`src/rtl/traffic_sensor_cond_pkg.sv`:
```
// Shared definitions for the vehicle-loop conditioner: channel state encodings,
// default timing parameters and the counter-width helper.
package traffic_sensor_cond_pkg;

  localparam logic [1:0] ST_IDLE = 2'b00;
  localparam logic [1:0] ST_OCC  = 2'b01;
  localparam logic [1:0] ST_HOLD = 2'b10;

  localparam int unsigned DB_CYC_DEF   = 4;
  localparam int unsigned HOLD_CYC_DEF = 8;
  localparam int unsigned CNT_W_DEF    = 8;

  // Bits needed to count 0..n-1, never less than one.
  function automatic int unsigned cnt_width(input int unsigned n);
    return (n <= 1) ? 1 : 32'($clog2(n));
  endfunction

endpackage

```
`src/rtl/traffic_sensor_chan.sv`:
```
// One detector channel: 2-flop synchroniser, debounce, occupancy FSM with
// hold-off stretch, and a saturating arrival counter.
module traffic_sensor_chan
  import traffic_sensor_cond_pkg::*;
#(
  parameter int unsigned DB_CYC   = DB_CYC_DEF,
  parameter int unsigned HOLD_CYC = HOLD_CYC_DEF,
  parameter int unsigned CNT_W    = CNT_W_DEF
) (
  input  logic             clk,
  input  logic             rst_n,
  input  logic             i_raw,
  input  logic             i_clr,
  output logic             o_t,
  output logic [CNT_W-1:0] o_cnt
);

  localparam int unsigned DCNT_W = cnt_width(DB_CYC);
  localparam int unsigned HCNT_W = cnt_width(HOLD_CYC);
  localparam logic [DCNT_W-1:0] DCNT_LAST = DCNT_W'(DB_CYC - 1);
  // Only used when HOLD_CYC > 0, so the wrap at HOLD_CYC == 0 is harmless.
  localparam logic [HCNT_W-1:0] HCNT_LOAD = HCNT_W'(HOLD_CYC - 1);
  localparam logic [CNT_W-1:0]  CNT_MAX   = '1;

  logic              r_s1;
  logic              r_s2;
  logic              r_deb;
  logic [DCNT_W-1:0] r_dcnt;
  logic [1:0]        r_state;
  logic [HCNT_W-1:0] r_hcnt;
  logic              r_t;
  logic [CNT_W-1:0]  r_cnt;

  logic [1:0]        w_state_nxt;
  logic [HCNT_W-1:0] w_hcnt_nxt;
  logic [CNT_W-1:0]  w_cnt_base;
  logic [CNT_W-1:0]  w_cnt_nxt;
  logic              w_arrive;

  // Synchroniser and debounce: a level is accepted after DB_CYC stable samples.
  always_ff @(posedge clk or negedge rst_n) begin
    if (!rst_n) begin
      r_s1   <= 1'b0;
      r_s2   <= 1'b0;
      r_deb  <= 1'b0;
      r_dcnt <= '0;
    end else begin
      r_s1 <= i_raw;
      r_s2 <= r_s1;
      if (r_s2 == r_deb) begin
        r_dcnt <= '0;
      end else if (r_dcnt == DCNT_LAST) begin
        r_deb  <= r_s2;
        r_dcnt <= '0;
      end else begin
        r_dcnt <= r_dcnt + DCNT_W'(1);
      end
    end
  end

  // Occupancy FSM next state, hold countdown and arrival counting.
  always_comb begin
    w_state_nxt = r_state;
    w_hcnt_nxt  = r_hcnt;
    w_cnt_base  = r_cnt;
    w_cnt_nxt   = r_cnt;
    w_arrive    = 1'b0;
    case (r_state)
      ST_IDLE: begin
        if (r_deb) w_state_nxt = ST_OCC;
      end
      ST_OCC: begin
        if (!r_deb) begin
          if (HOLD_CYC > 0) begin
            w_state_nxt = ST_HOLD;
            w_hcnt_nxt  = HCNT_LOAD;
          end else begin
            w_state_nxt = ST_IDLE;
          end
        end
      end
      ST_HOLD: begin
        if (r_deb) begin
          w_state_nxt = ST_OCC;
        end else if (r_hcnt == '0) begin
          w_state_nxt = ST_IDLE;
        end else begin
          w_hcnt_nxt = r_hcnt - HCNT_W'(1);
        end
      end
      default: w_state_nxt = ST_IDLE;
    endcase
    w_arrive   = (w_state_nxt == ST_OCC) && (r_state != ST_OCC);
    // Clear takes effect first so a same-cycle arrival still counts.
    w_cnt_base = i_clr ? '0 : r_cnt;
    w_cnt_nxt  = (w_arrive && (w_cnt_base != CNT_MAX)) ? w_cnt_base + CNT_W'(1) : w_cnt_base;
  end

  always_ff @(posedge clk or negedge rst_n) begin
    if (!rst_n) begin
      r_state <= ST_IDLE;
      r_hcnt  <= '0;
      r_t     <= 1'b0;
      r_cnt   <= '0;
    end else begin
      r_state <= w_state_nxt;
      r_hcnt  <= w_hcnt_nxt;
      r_t     <= (w_state_nxt != ST_IDLE);
      r_cnt   <= w_cnt_nxt;
    end
  end

  assign o_t   = r_t;
  assign o_cnt = r_cnt;

endmodule

```
`src/rtl/traffic_sensor_cond.sv`:
```
// Conditions the two raw loop-detector inputs into the TA/TB traffic-present
// flags and per-street arrival counts for the light controller.
module traffic_sensor_cond
  import traffic_sensor_cond_pkg::*;
#(
  parameter int unsigned DB_CYC   = DB_CYC_DEF,
  parameter int unsigned HOLD_CYC = HOLD_CYC_DEF,
  parameter int unsigned CNT_W    = CNT_W_DEF
) (
  input  logic             CLK,
  input  logic             RESETB,
  input  logic             RAW_A,
  input  logic             RAW_B,
  input  logic             CLR_A,
  input  logic             CLR_B,
  output logic             TA,
  output logic             TB,
  output logic [CNT_W-1:0] CNT_A,
  output logic [CNT_W-1:0] CNT_B
);

  traffic_sensor_chan #(
    .DB_CYC  (DB_CYC),
    .HOLD_CYC(HOLD_CYC),
    .CNT_W   (CNT_W)
  ) u_chan_a (
    .clk  (CLK),
    .rst_n(RESETB),
    .i_raw(RAW_A),
    .i_clr(CLR_A),
    .o_t  (TA),
    .o_cnt(CNT_A)
  );

  traffic_sensor_chan #(
    .DB_CYC  (DB_CYC),
    .HOLD_CYC(HOLD_CYC),
    .CNT_W   (CNT_W)
  ) u_chan_b (
    .clk  (CLK),
    .rst_n(RESETB),
    .i_raw(RAW_B),
    .i_clr(CLR_B),
    .o_t  (TB),
    .o_cnt(CNT_B)
  );

endmodule

```
`config.mk`:
```
export PLATFORM = sky130hd
export DESIGN_NAME = traffic_sensor_cond
export DESIGN_NICKNAME = d
export VERILOG_FILES = /design/src/rtl/traffic_sensor_cond_pkg.sv /design/src/rtl/traffic_sensor_chan.sv /design/src/rtl/traffic_sensor_cond.sv
export SDC_FILE = /design/constraint.sdc
export NUM_CORES = 1
export LEC_CHECK = 0
export BUFFER_PORTS_ARGS = -buffer_cell sky130_fd_sc_hd__buf_2
export CAP_MARGIN = 20
export CORE_MARGIN = 1
export CORE_UTILIZATION = 34
export DETAILED_ROUTE_END_ITERATION = 6
export GPL_TIMING_DRIVEN = 0
export PLACE_DENSITY = 0.61
export SYNTH_ARGS = -nofsm -noshare
export SYNTH_HDL_FRONTEND = slang
export SYNTH_SLANG_ARGS = --single-unit
```
`constraint.sdc`:
```
create_clock -name CLK -period 5.3 [get_ports CLK]
set_input_delay 0.265 -clock CLK [delete_from_list [all_inputs] [get_ports CLK]]
set_output_delay 0.265 -clock CLK [all_outputs]
set_load 0.05 [all_outputs]
```
==> reports/metrics.yaml, run 1 <==
clock_tree:
  cts_buffers: 5
  cts_resized: 0
  cts_tree: "yes"
  cts.path.max_buffers: 2
  ctsHoldBuffers: 0
  root_buffer: "clkbuf_8"
  postCtsSetupBuffers: 0
  worstSkewPairLatency_ps: 290
  path_clk_slew_ps: 80
  clock-sinks: 38
  cts_max_level: 2
power_and_ir_drop:
  power.density_mw_per_mm2: 458
  leakage_uw: 0.00107
  p_total_uw: 1010
  ir_worst_vdd_uv: 186
routing:
  vias: 1362
  wl_per_cell_um: 12.7
  drt-initial-drc-count: 111
  first_pass_iters: 4
  viasPerCell: 5.08
  ant_nets: 0
  routed_wirelength_um: 3420
  remaining_drc_errors: 0
setup_path:
  critical_path_class: "flop to flop"
  cp_max_fo: 5
  critPathArrivalTime_ps: 2060
  endpoint_kind: "flop"
  cp_data_required_time_ps: 5480
  cp-start-kind: "flop"
timing:
  tns_ps: 0
  finalSetupViolCount: 0
  period_needed_ps: 1880
  hold_violations: 0
  worst_slew_pin_slew_ps: 840
  min_period_over_period: 0.354
  maxSlewHeadroom: 0.440
  rsz0062_at_grt: "no"
  skew_ps: 6.67
  clock.fmax_mhz: 532
  drv_slew: 0
synthesis:
  yosysMostFrequentCell: "dfrtp_1"
  synthCells: 168
  synth_area_per_cell_um2: 11.3
  synthArstFlopShare: 1.00
  ys.flop_type: "dfrtp_1"
  synth.area.top_cells: "dfrtp_1 (50%), ha_1 (5.3%), mux2_2 (4.2%)"
  ys_seq_elements: 38
  syn_area_mm2: 0.00190
  synth_common_cells: "dfrtp_1 (38), inv_1 (11), a21oi_1 (9)"
  ys_warn_count: 0
  synth_top_area_frac: 0.501
  syn_nets: 182
  ys_types: 44
  yosysSeqAreaShare: 0.501
  synth-edff-count: 0
  synth_area_leader_cell: "dfrtp_1"
floorplanning:
  die_area_mm2: 0.00589
  die_w_um: 76.7
  coreArea_mm2: 0.00524
  fp-row-count: 26
  pin_count: 24
  start_util: 0.363
  dieHeight_um: 76.7
run:
  cap_violations: 0
cells_and_area:
  area_growth_pct: 16.2
  insertedDiodeCount: 0
  fillCellCount: 537
  nets: 211
  layout-drive-gt1-share: 0.232
placement:
  gp_congestion: 0.711
  numPortBuffers: 22
  hpwl_um: 2350
global_routing:
  grt_pass1_wl_um: 6040
  grt_pass1_vias: 1299
  grt_antenna_before_repair: 0
  grt_start_max_net_pins: 39
  track_usage: 0.131
  grt_overflow: 0
outcome:
  outcome: "complete, no violations"
min_path:
  worstHoldPathType: "input pin to async pin"
[power by group]
group	total, uW	switching (uW)	internal (uW)
clock	232	101	131
sequential	407	44.0	363
combinational	373	220	153
total	1010	365	647
[layer usage]
| metal | up-vias | track usage | share of wire |
|---|---|---|---|
| met5 | - | 0 | 0 |
| met4 | 0 | 0.0750 | 0.020 |
| met3 | 5 | 0.0357 | 0.036 |
| met2 | 28 | 0.199 | 0.46 |
| met1 | 649 | 0.166 | 0.48 |
| li1 | 680 | - | - |
[final timing paths]
path,end,start,cells past startpoint,slack (ps)
max in group asynchronous,u_chan_a.r_state[0],RESETB,1,4690
min reg2reg,u_chan_b.r_s2,u_chan_b.r_s1,0,360
min in group CLK,u_chan_b.r_s1,RAW_B,1,80
min,u_chan_a.o_cnt[6],RESETB,1,80
max,u_chan_b.o_cnt[1],u_chan_b.o_cnt[0],5,3420
max reg2reg,u_chan_b.o_cnt[1],u_chan_b.o_cnt[0],5,3420
[cells in the final DEF, fill, tap and decap left out, drive strengths merged, types with 2 or more instances in the layout]
cell type,instances
dfrtp,38
nand4b,2
mux2,8
buf,27
and2b,3
nor2,8
xnor2,4
o21ai,2
nand2b,4
nand3b,3
and4,2
and4b,3
a22o,2
and3,2
o22a,3
nand4,3
ha,8
a211oi,7
a211o,2
nand2,4
o211a,2
nor2b,7
clkbuf,8
a2bb2oi,3
inv,11
nor3,4
nor3b,2
a21oi,9
nand3,2
o21bai,2
a22oi,2
[flip-flops by register name, indices dropped and copies added, names as in the netlist]
name and count:
u_chan_a.r_dcnt 2, u_chan_b.r_deb 1, u_chan_a.r_deb 1, u_chan_a.r_hcnt 3, u_chan_b.r_s1 1, u_chan_b.r_hcnt 3
u_chan_b.o_t 1, u_chan_b.r_state 2, u_chan_a.r_s2 1, u_chan_a.r_s1 1, u_chan_b.o_cnt 8, u_chan_a.o_t 1
u_chan_a.r_state 2, u_chan_b.r_dcnt 2, u_chan_b.r_s2 1, u_chan_a.o_cnt 8
[critical path: stages (launching register included)]
cell and delay (ps):
dfrtp_1 390, nor2b_1 220, ha_1 280, nand3_1 100, o31ai_1 400, mux2_2 380
[layout make-up]
cell class              instances  area [um2]  share of cell area
flip-flops and latches         38         951               0.431
multi-input cells             114         882               0.400
clock buffers                   8         110              0.0499
repair buffers                 22         110              0.0499
well taps                      70        87.6              0.0397
inverters                      11        41.3              0.0187
plain buffers                   5        25.0              0.0113
[cell families (layout without fill, tap and decap cells)]
| kind of cell | count (synthesis) | in the layout | share of synthesized area |
|---|---|---|---|
| AO/OA/AOI/OAI | 41 | 41 | 0.160 |
| XOR/XNOR | 4 | 4 | 0.0184 |
| adder cells (fa/ha/maj) | 8 | 8 | 0.0527 |
| buffers and inverters | 16 | 46 | 0.0349 |
| flip-flops | 38 | 38 | 0.501 |
| multiplexers | 8 | 8 | 0.0494 |
| AND/OR/NAND/NOR | 53 | 53 | 0.184 |
[through the flow]
step            util  instance area [um2]  std cells  worst slack, ps  hold slack, ps
6_report       0.421                 2210        268             3420            75.5
5_1_grt        0.421                 2210        268             3270            65.9
4_1_cts        0.421                 2210        268             3410            67.6
3_5_place_dp   0.400                 2100        260             3390             344
3_3_place_gp   0.400                 2100        260             3390             333
2_1_floorplan      -                 1900        168             3260           -30.6
Power figures use the tool's default switching activity.
==> inputs of run 2 (changes only) <==
--- a/config.mk
+++ b/config.mk
@@ -11,7 +11,7 @@
 export CORE_UTILIZATION = 34
 export DETAILED_ROUTE_END_ITERATION = 6
 export GPL_TIMING_DRIVEN = 0
-export PLACE_DENSITY = 0.61
+export PLACE_DENSITY = 0.62
 export SYNTH_ARGS = -nofsm -noshare
 export SYNTH_HDL_FRONTEND = slang
 export SYNTH_SLANG_ARGS = --single-unit
==> constraint.sdc (replaced) <==
create_clock -name CLK -period 1.6 [get_ports CLK]
set_input_delay 0.08 -clock CLK [delete_from_list [all_inputs] [get_ports CLK]]
set_output_delay 0.08 -clock CLK [all_outputs]
set_load 0.05 [all_outputs]
==> run 2 against run 1 <==
Against the previous run: the flow now finishes with violations (negative setup slack); clock power grew to 3.5 times the previous value; highest routed layer unchanged; flip-flop and latch count stayed put; fmax grew 10%.
==> reports/metrics.yaml, run 2 (same netlist as run 1, synthesis figures left out) <==
outcome:
  outcome: "complete, but fails checks"
  violations: "negative setup slack"
global_routing:
  track_usage: 0.139  # +0.00849
  grt_start_max_net_pins: 39  # unchanged
  grt_pass1_wl_um: 6480  # +7.2%
  grt_pass1_vias: 1371  # +5.5%
  grt_antenna_before_repair: 0  # unchanged
  grt_overflow: 0  # unchanged
power_and_ir_drop:
  combPwrFrac: 0.407  # +0.039
  p_clk_frac: 0.222  # -0.008
  power.density_mw_per_mm2: 1450  # +220%
  power_frac_seq: 0.371  # -0.031
  p_sw_uw: 1280  # +250%
  leakage_uw: 0.00116  # +7.8%
  ir_worst_vdd_uv: 771  # +310%
  p_int_uw: 2330  # +260%
  p_sw_frac: 0.354  # -0.00597
timing:
  hold_violations: 0  # unchanged
  min_period_over_period: 1.06  # +0.709
  setup_slack_ps: -102  # -3520 ps
  finalSetupViolCount: 5  # +5
  worst_hold_slack_ps: 40.4  # -35.1 ps
  skew_ps: 6.48  # -0.180 ps
  maxSlewHeadroom: 0.427  # -0.0125
  period_needed_ps: 1700  # -176 ps
  worst_slew_pin_slew_ps: 859  # +18.7 ps
  clock.fmax_mhz: 588  # +10%
  drv_slew: 0  # unchanged
  rsz0062_at_grt: "yes"
clock_tree:
  cts.path.max_buffers: 2  # unchanged
  cts_tree: "yes"
  cts_max_level: 2  # unchanged
  clock-sinks: 38  # unchanged
  cts_buffers: 5  # unchanged
  path_clk_slew_ps: 70  # about the same
  worstSkewPairLatency_ps: 290  # about the same
  root_buffer: "clkbuf_8"
placement:
  dp_slack_ps: -141  # -3530 ps
  gp_congestion: 0.759  # +6.8%
  numPortBuffers: 22  # unchanged
  hpwl_um: 2380  # +1.3%
floorplanning:
  die_w_um: 76.7  # unchanged
  fp-row-count: 26  # unchanged
  coreArea_mm2: 0.00524  # unchanged
  die_area_mm2: 0.00589  # unchanged
  start_util: 0.363  # unchanged
  pin_count: 24  # unchanged
  dieHeight_um: 76.7  # unchanged
cells_and_area:
  layout_commonest_cell: "dfrtp_1"
  multi_input_area_mm2: 0.00102  # +15%
  seqCellArea_um2: 957  # +0.66%
  insertedDiodeCount: 0  # unchanged
  layout-drive-gt1-share: 0.375  # +0.143
  nets: 229  # +8.5%
  layout.cells.most_common_list: "dfrtp_1 (33), buf_2 (27), buf_4 (15)"
  fillCellCount: 495  # -7.8%
  area_growth_pct: 31.0
setup_path:
  worst-r2r-setup-slack_ps: -100  # -3520 ps
  critPathArrivalTime_ps: 1880  # -180 ps
  cp_data_required_time_ps: 1780  # -3700 ps
  endpoint_kind: "flop"
  critical_path_class: "flop to flop"
  cp-start-kind: "flop"
  cp_max_fo: 4  # -1
routing:
  routed_wirelength_um: 3790  # +11%
  vias: 1469  # +7.9%
  drt-initial-drc-count: 87  # -22%
  viasPerCell: 5.14  # +1.1%
  ant_nets: 0  # unchanged
  wl_per_cell_um: 13.2  # +3.9%
  first_pass_iters: 4  # unchanged
  remaining_drc_errors: 0  # unchanged
min_path:
  worstHoldPathType: "input pin to flop"
run:
  cap_violations: 0  # unchanged
## run 2: layout make-up
cell class	instances	area share
Sequential cell	38	0.385
Buffer	5	0.0101
Tap cell	70	0.0352
Inverter	11	0.0166
Multi-Input combinational cell	114	0.409
Clock inverter	1	0.0121
Clock buffer	7	0.0307
Timing Repair Buffer	40	0.102
## run 2: per-stage QoR
stage | cell area (um2) | power [uW] | utilization | instances | setup TNS [ps]
floorplan | 1950 | 2390 | - | 168 | -946
global placement | 2150 | 2620 | 0.410 | 260 | -456
detailed placement | 2150 | 2650 | 0.410 | 260 | -591
CTS | 2350 | 3540 | 0.449 | 276 | -240
global route | 2490 | 3870 | 0.475 | 286 | -716
finish | 2490 | 3600 | 0.475 | 286 | -316
## run 2: power by group through the flow
| stage | registers [uW] | logic, uW | clock network (uW) |
|---|---|---|---|
| 5_1_grt | 1370 | 1630 | 867 |
| 2_1_floorplan | 1580 | 811 | 0 |
| 6_report | 1340 | 1470 | 801 |
| 4_1_cts | 1340 | 1370 | 831 |
| 3_5_place_dp | 1370 | 1280 | 0 |
| 3_3_place_gp | 1370 | 1250 | 0 |
## run 2: timing repair
| action | CTS | global route |
|---|---|---|
| endpoints found under the setup margin | 10 | 16 |
| pin swaps | 1 | 9 |
| resized for setup | 5 | 11 |
| hold buffers | 3 | 0 |
| setup buffers | 5 | 10 |
| endpoints found under the hold margin | 40 | 0 |
## run 2: final timing paths
check                                   from                 to  cells after the start
setup reg to reg           u_chan_a.o_cnt[1]  u_chan_a.o_cnt[1]                      5
hold / removal                         CLR_A  u_chan_a.o_cnt[7]                      2
max in group asynchronous             RESETB  u_chan_b.o_cnt[0]                      2
setup / recovery           u_chan_a.o_cnt[1]  u_chan_a.o_cnt[1]                      5
hold reg to reg                u_chan_b.r_s1      u_chan_b.r_s2                      0
min in group asynchronous             RESETB  u_chan_a.o_cnt[5]                      2
## run 2: critical path, cell delays in order (launching register included)
cell and delay (ps):
dfrtp_2 400, and2b_1 170, ha_2 200, and4b_4 220, a211o_1 290, mux2_4 300
## run 2: routing by layer
layer  GRT usage  wire length [um]
met1       0.183              1880
met2       0.207              1710
met3      0.0429               117
met4      0.0654                76
met5           0                 0
==> inputs of run 3 (changes only) <==
--- a/config.mk
+++ b/config.mk
@@ -8,10 +8,11 @@
 export BUFFER_PORTS_ARGS = -buffer_cell sky130_fd_sc_hd__buf_2
 export CAP_MARGIN = 20
 export CORE_MARGIN = 1
-export CORE_UTILIZATION = 34
+export CORE_UTILIZATION = 51
 export DETAILED_ROUTE_END_ITERATION = 6
 export GPL_TIMING_DRIVEN = 0
-export PLACE_DENSITY = 0.62
+export PLACE_DENSITY = 0.83
 export SYNTH_ARGS = -nofsm -noshare
 export SYNTH_HDL_FRONTEND = slang
+export SYNTH_HIERARCHICAL = 1
 export SYNTH_SLANG_ARGS = --single-unit
==> run 3 against run 2 <==
Against the previous run: worst setup slack improved by 100 ps; via count rose by 1.3%; largest cell class unchanged; the run now ends clean; critical path type unchanged; clock power fell by 21%.
==> reports/metrics.yaml, run 3 <==
outcome:
  outcome: "complete, no violations"
setup_path:
  critical_path_class: "flop to flop"
  path_depth: 7  # +2
  path_delay_family: "simple AND/OR/NAND/NOR gates"
  worstPathCellList: "nor2b_4, ha_4, nand2b_4, nor3_4, buf_6, or4_1, a21oi_1"
  cp-start-kind: "flop"
  endpoint_kind: "flop"
  cp_max_fo: 5  # +1
  cpPeakStageDelay_ps: 410  # about the same
  slowest_stage: "dfrtp_2"
  path_buf_inv: 1  # +1
  rr_worst_depth: 7  # +2
  critPathArrivalTime_ps: 1820  # -60 ps
  cp_data_required_time_ps: 1820  # +40 ps
synthesis:
  synth_top_area_frac: 0.501  # +0.000660
  ys_warn_count: 6  # +6
  synth-edff-count: 0  # unchanged
  ys.flop_type: "dfrtp_1"
  syn_area_mm2: 0.00190  # -0.13%
  ys_seq_elements: 38  # unchanged
  yosysSeqAreaShare: 0.501  # +0.000660
  synth_common_cells: "dfrtp_1 (38), nor2_1 (16), nand2_1 (12)"
  yosysMostFrequentCell: "dfrtp_1"
  ys_types: 33  # -25%
  synth_area_per_cell_um2: 10.4  # -7.8%
  synth_area_leader_cell: "dfrtp_1"
  synthCells: 182  # +8.3%
  synth.area.top_cells: "dfrtp_1 (50%), ha_1 (5.3%), nor2b_1 (3.3%)"
  synthArstFlopShare: 1.00  # unchanged
  syn_nets: 196  # +7.7%
min_path:
  hold_depth: 2  # unchanged
  worstHoldPathType: "input pin to flop"
clock_tree:
  worstSkewPairLatency_ps: 300  # about the same
  clock-sinks: 38  # unchanged
  cts.path.max_buffers: 2  # unchanged
  cts_buffers: 5  # unchanged
  cts_max_level: 2  # unchanged
  cts_tree: "yes"
  path_clk_slew_ps: 80  # about the same
  root_buffer: "clkbuf_8"
global_routing:
  grt_start_max_net_pins: 39  # unchanged
  track_usage: 0.204  # +0.0652
  grt_overflow: 0  # unchanged
  grt_antenna_before_repair: 0  # unchanged
  grt_pass1_vias: 1399  # +2.0%
  grt_pass1_wl_um: 6220  # -4.0%
power_and_ir_drop:
  p_sw_uw: 1290  # +0.92%
  leakage_uw: 0.00111  # -4.4%
  p_int_uw: 2140  # -7.8%
  combPwrFrac: 0.432  # +0.025
  p_clk_frac: 0.184  # -0.038
  ir_worst_vdd_uv: 736  # -4.5%
  power_frac_seq: 0.384  # +0.013
  p_sw_frac: 0.375  # +0.0210
  power.density_mw_per_mm2: 1460  # +0.64%
timing:
  rsz0062_at_grt: "yes"
  worst_slew_pin_slew_ps: 823  # -36.2 ps
  finalSetupViolCount: 0  # -5
  clock.fmax_mhz: 625  # +6.4%
  skew_ps: 10.5  # +4.03 ps
  setup_slack_ps: 0.363  # +102 ps
  worst_hold_slack_ps: 49.5  # +9.15 ps
  period_needed_ps: 1600  # -102 ps
  min_period_over_period: 1.00  # -0.0641
  maxSlewHeadroom: 0.452  # +0.0241
  hold_violations: 0  # unchanged
  drv_slew: 0  # unchanged
floorplanning:
  dieHeight_um: 63.0  # -18%
  coreArea_mm2: 0.00344  # -34%
  pin_count: 24  # unchanged
  fp-row-count: 21  # -19%
  die_w_um: 63.0  # -18%
  die_area_mm2: 0.00397  # -33%
  start_util: 0.551  # +0.188
routing:
  vias: 1488  # +1.3%
  ant_nets: 0  # unchanged
  wl_per_cell_um: 13.7  # +3.2%
  routed_wirelength_um: 3680  # -2.9%
  remaining_drc_errors: 0  # unchanged
  drt-initial-drc-count: 94  # +8.0%
  first_pass_iters: 4  # unchanged
  viasPerCell: 5.53  # +7.7%
cells_and_area:
  layout_commonest_cell: "dfrtp_1"
  layout-drive-gt1-share: 0.287  # -0.0880
  area_growth_pct: 24.2
  nets: 236  # +3.1%
  insertedDiodeCount: 0  # unchanged
  fin_util: 0.684  # +0.209
  layout.cells.most_common_list: "dfrtp_1 (34), buf_2 (21), nor2_1 (16)"
placement:
  hpwl_um: 2280  # -4.4%
  dp_slack_ps: -97.8  # +43.6 ps
  gp_congestion: 0.724  # -4.7%
  numPortBuffers: 21  # -4.5%
run:
  cap_violations: 0  # unchanged
## run 3: routing by layer
layer / up-vias / global-route usage / wire [um]
li1: 722 / - / -
met1: 712 / 0.236 / 1600
met2: 43 / 0.341 / 1810
met3: 11 / 0.0620 / 156
met4: 0 / 0.0988 / 103
met5: - / 0 / 0
## run 3: path summary, 6_finish.rpt
check / startpoint / endpoint / slack, ps
setup / recovery: u_chan_b/o_cnt[0] / u_chan_b/o_cnt[5] / 0.4
hold / removal: CLR_B / u_chan_b/o_cnt[6] / 50
setup reg to reg: u_chan_b/o_cnt[0] / u_chan_b/o_cnt[5] / 0.4
hold reg to reg: u_chan_b/r_s1 / u_chan_b/r_s2 / 350
max in group asynchronous: RESETB / u_chan_a/o_cnt[0] / 610
min in group asynchronous: RESETB / u_chan_b/o_cnt[4] / 420
## run 3: cell type report
type                    count  area [um2]
inverters                   8        30.0
multi-input cells         128         966
clock buffers               8        80.1
fillers                   258        1090
repair buffers             33         206
flip-flops and latches     38         956
plain buffers               8        60.1
well taps                  46        57.6
## run 3: worst reg2reg max path, cell delays in order, from the launching register on
cell      delay [ps]
dfrtp_2          410
nor2b_4          140
ha_4             180
nand2b_4          70
nor3_4            50
buf_6            130
or4_1            390
a21oi_1          170
## run 3: timing repair
action                                 CTS  global route
endpoints found under the hold margin   40             0
buffers inserted                         6             3
hold buffers                             3             0
setup endpoints to repair                4             6
pin swaps                                5             3
resized for setup                        0             4
## run 3: power by group through the flow
| stage | clock, uW | combinational, uW | sequential (uW) |
|---|---|---|---|
| after floorplan | 0 | 907 | 1550 |
| after global placement | 0 | 1340 | 1330 |
| after detailed placement | 0 | 1380 | 1340 |
| after CTS | 654 | 1460 | 1320 |
| after global routing | 691 | 1640 | 1350 |
| final | 632 | 1480 | 1320 |
## run 3: per-stage QoR
stage / total power [uW] / TNS, ps / cells / area (um2)
after detailed placement: 2720 / -165 / 249 / 2160
final: 3430 / 0 / 269 / 2360
after floorplan: 2450 / -578 / 182 / 2000
after global routing: 3670 / -124 / 269 / 2360
after global placement: 2670 / -132 / 249 / 2160
after CTS: 3430 / 0 / 266 / 2320
## run 3: cell families after synthesis
logic type                 count (synthesis)  synth area share
and+or+nand+nor                           78             0.232
DFF                                       38             0.501
AOI/OAI and AO/OA                         30             0.106
buffers and inverters                     16            0.0475
xor gates and xnor gates                   8            0.0369
adders and majority gates                  8            0.0528
muxes                                      4            0.0237
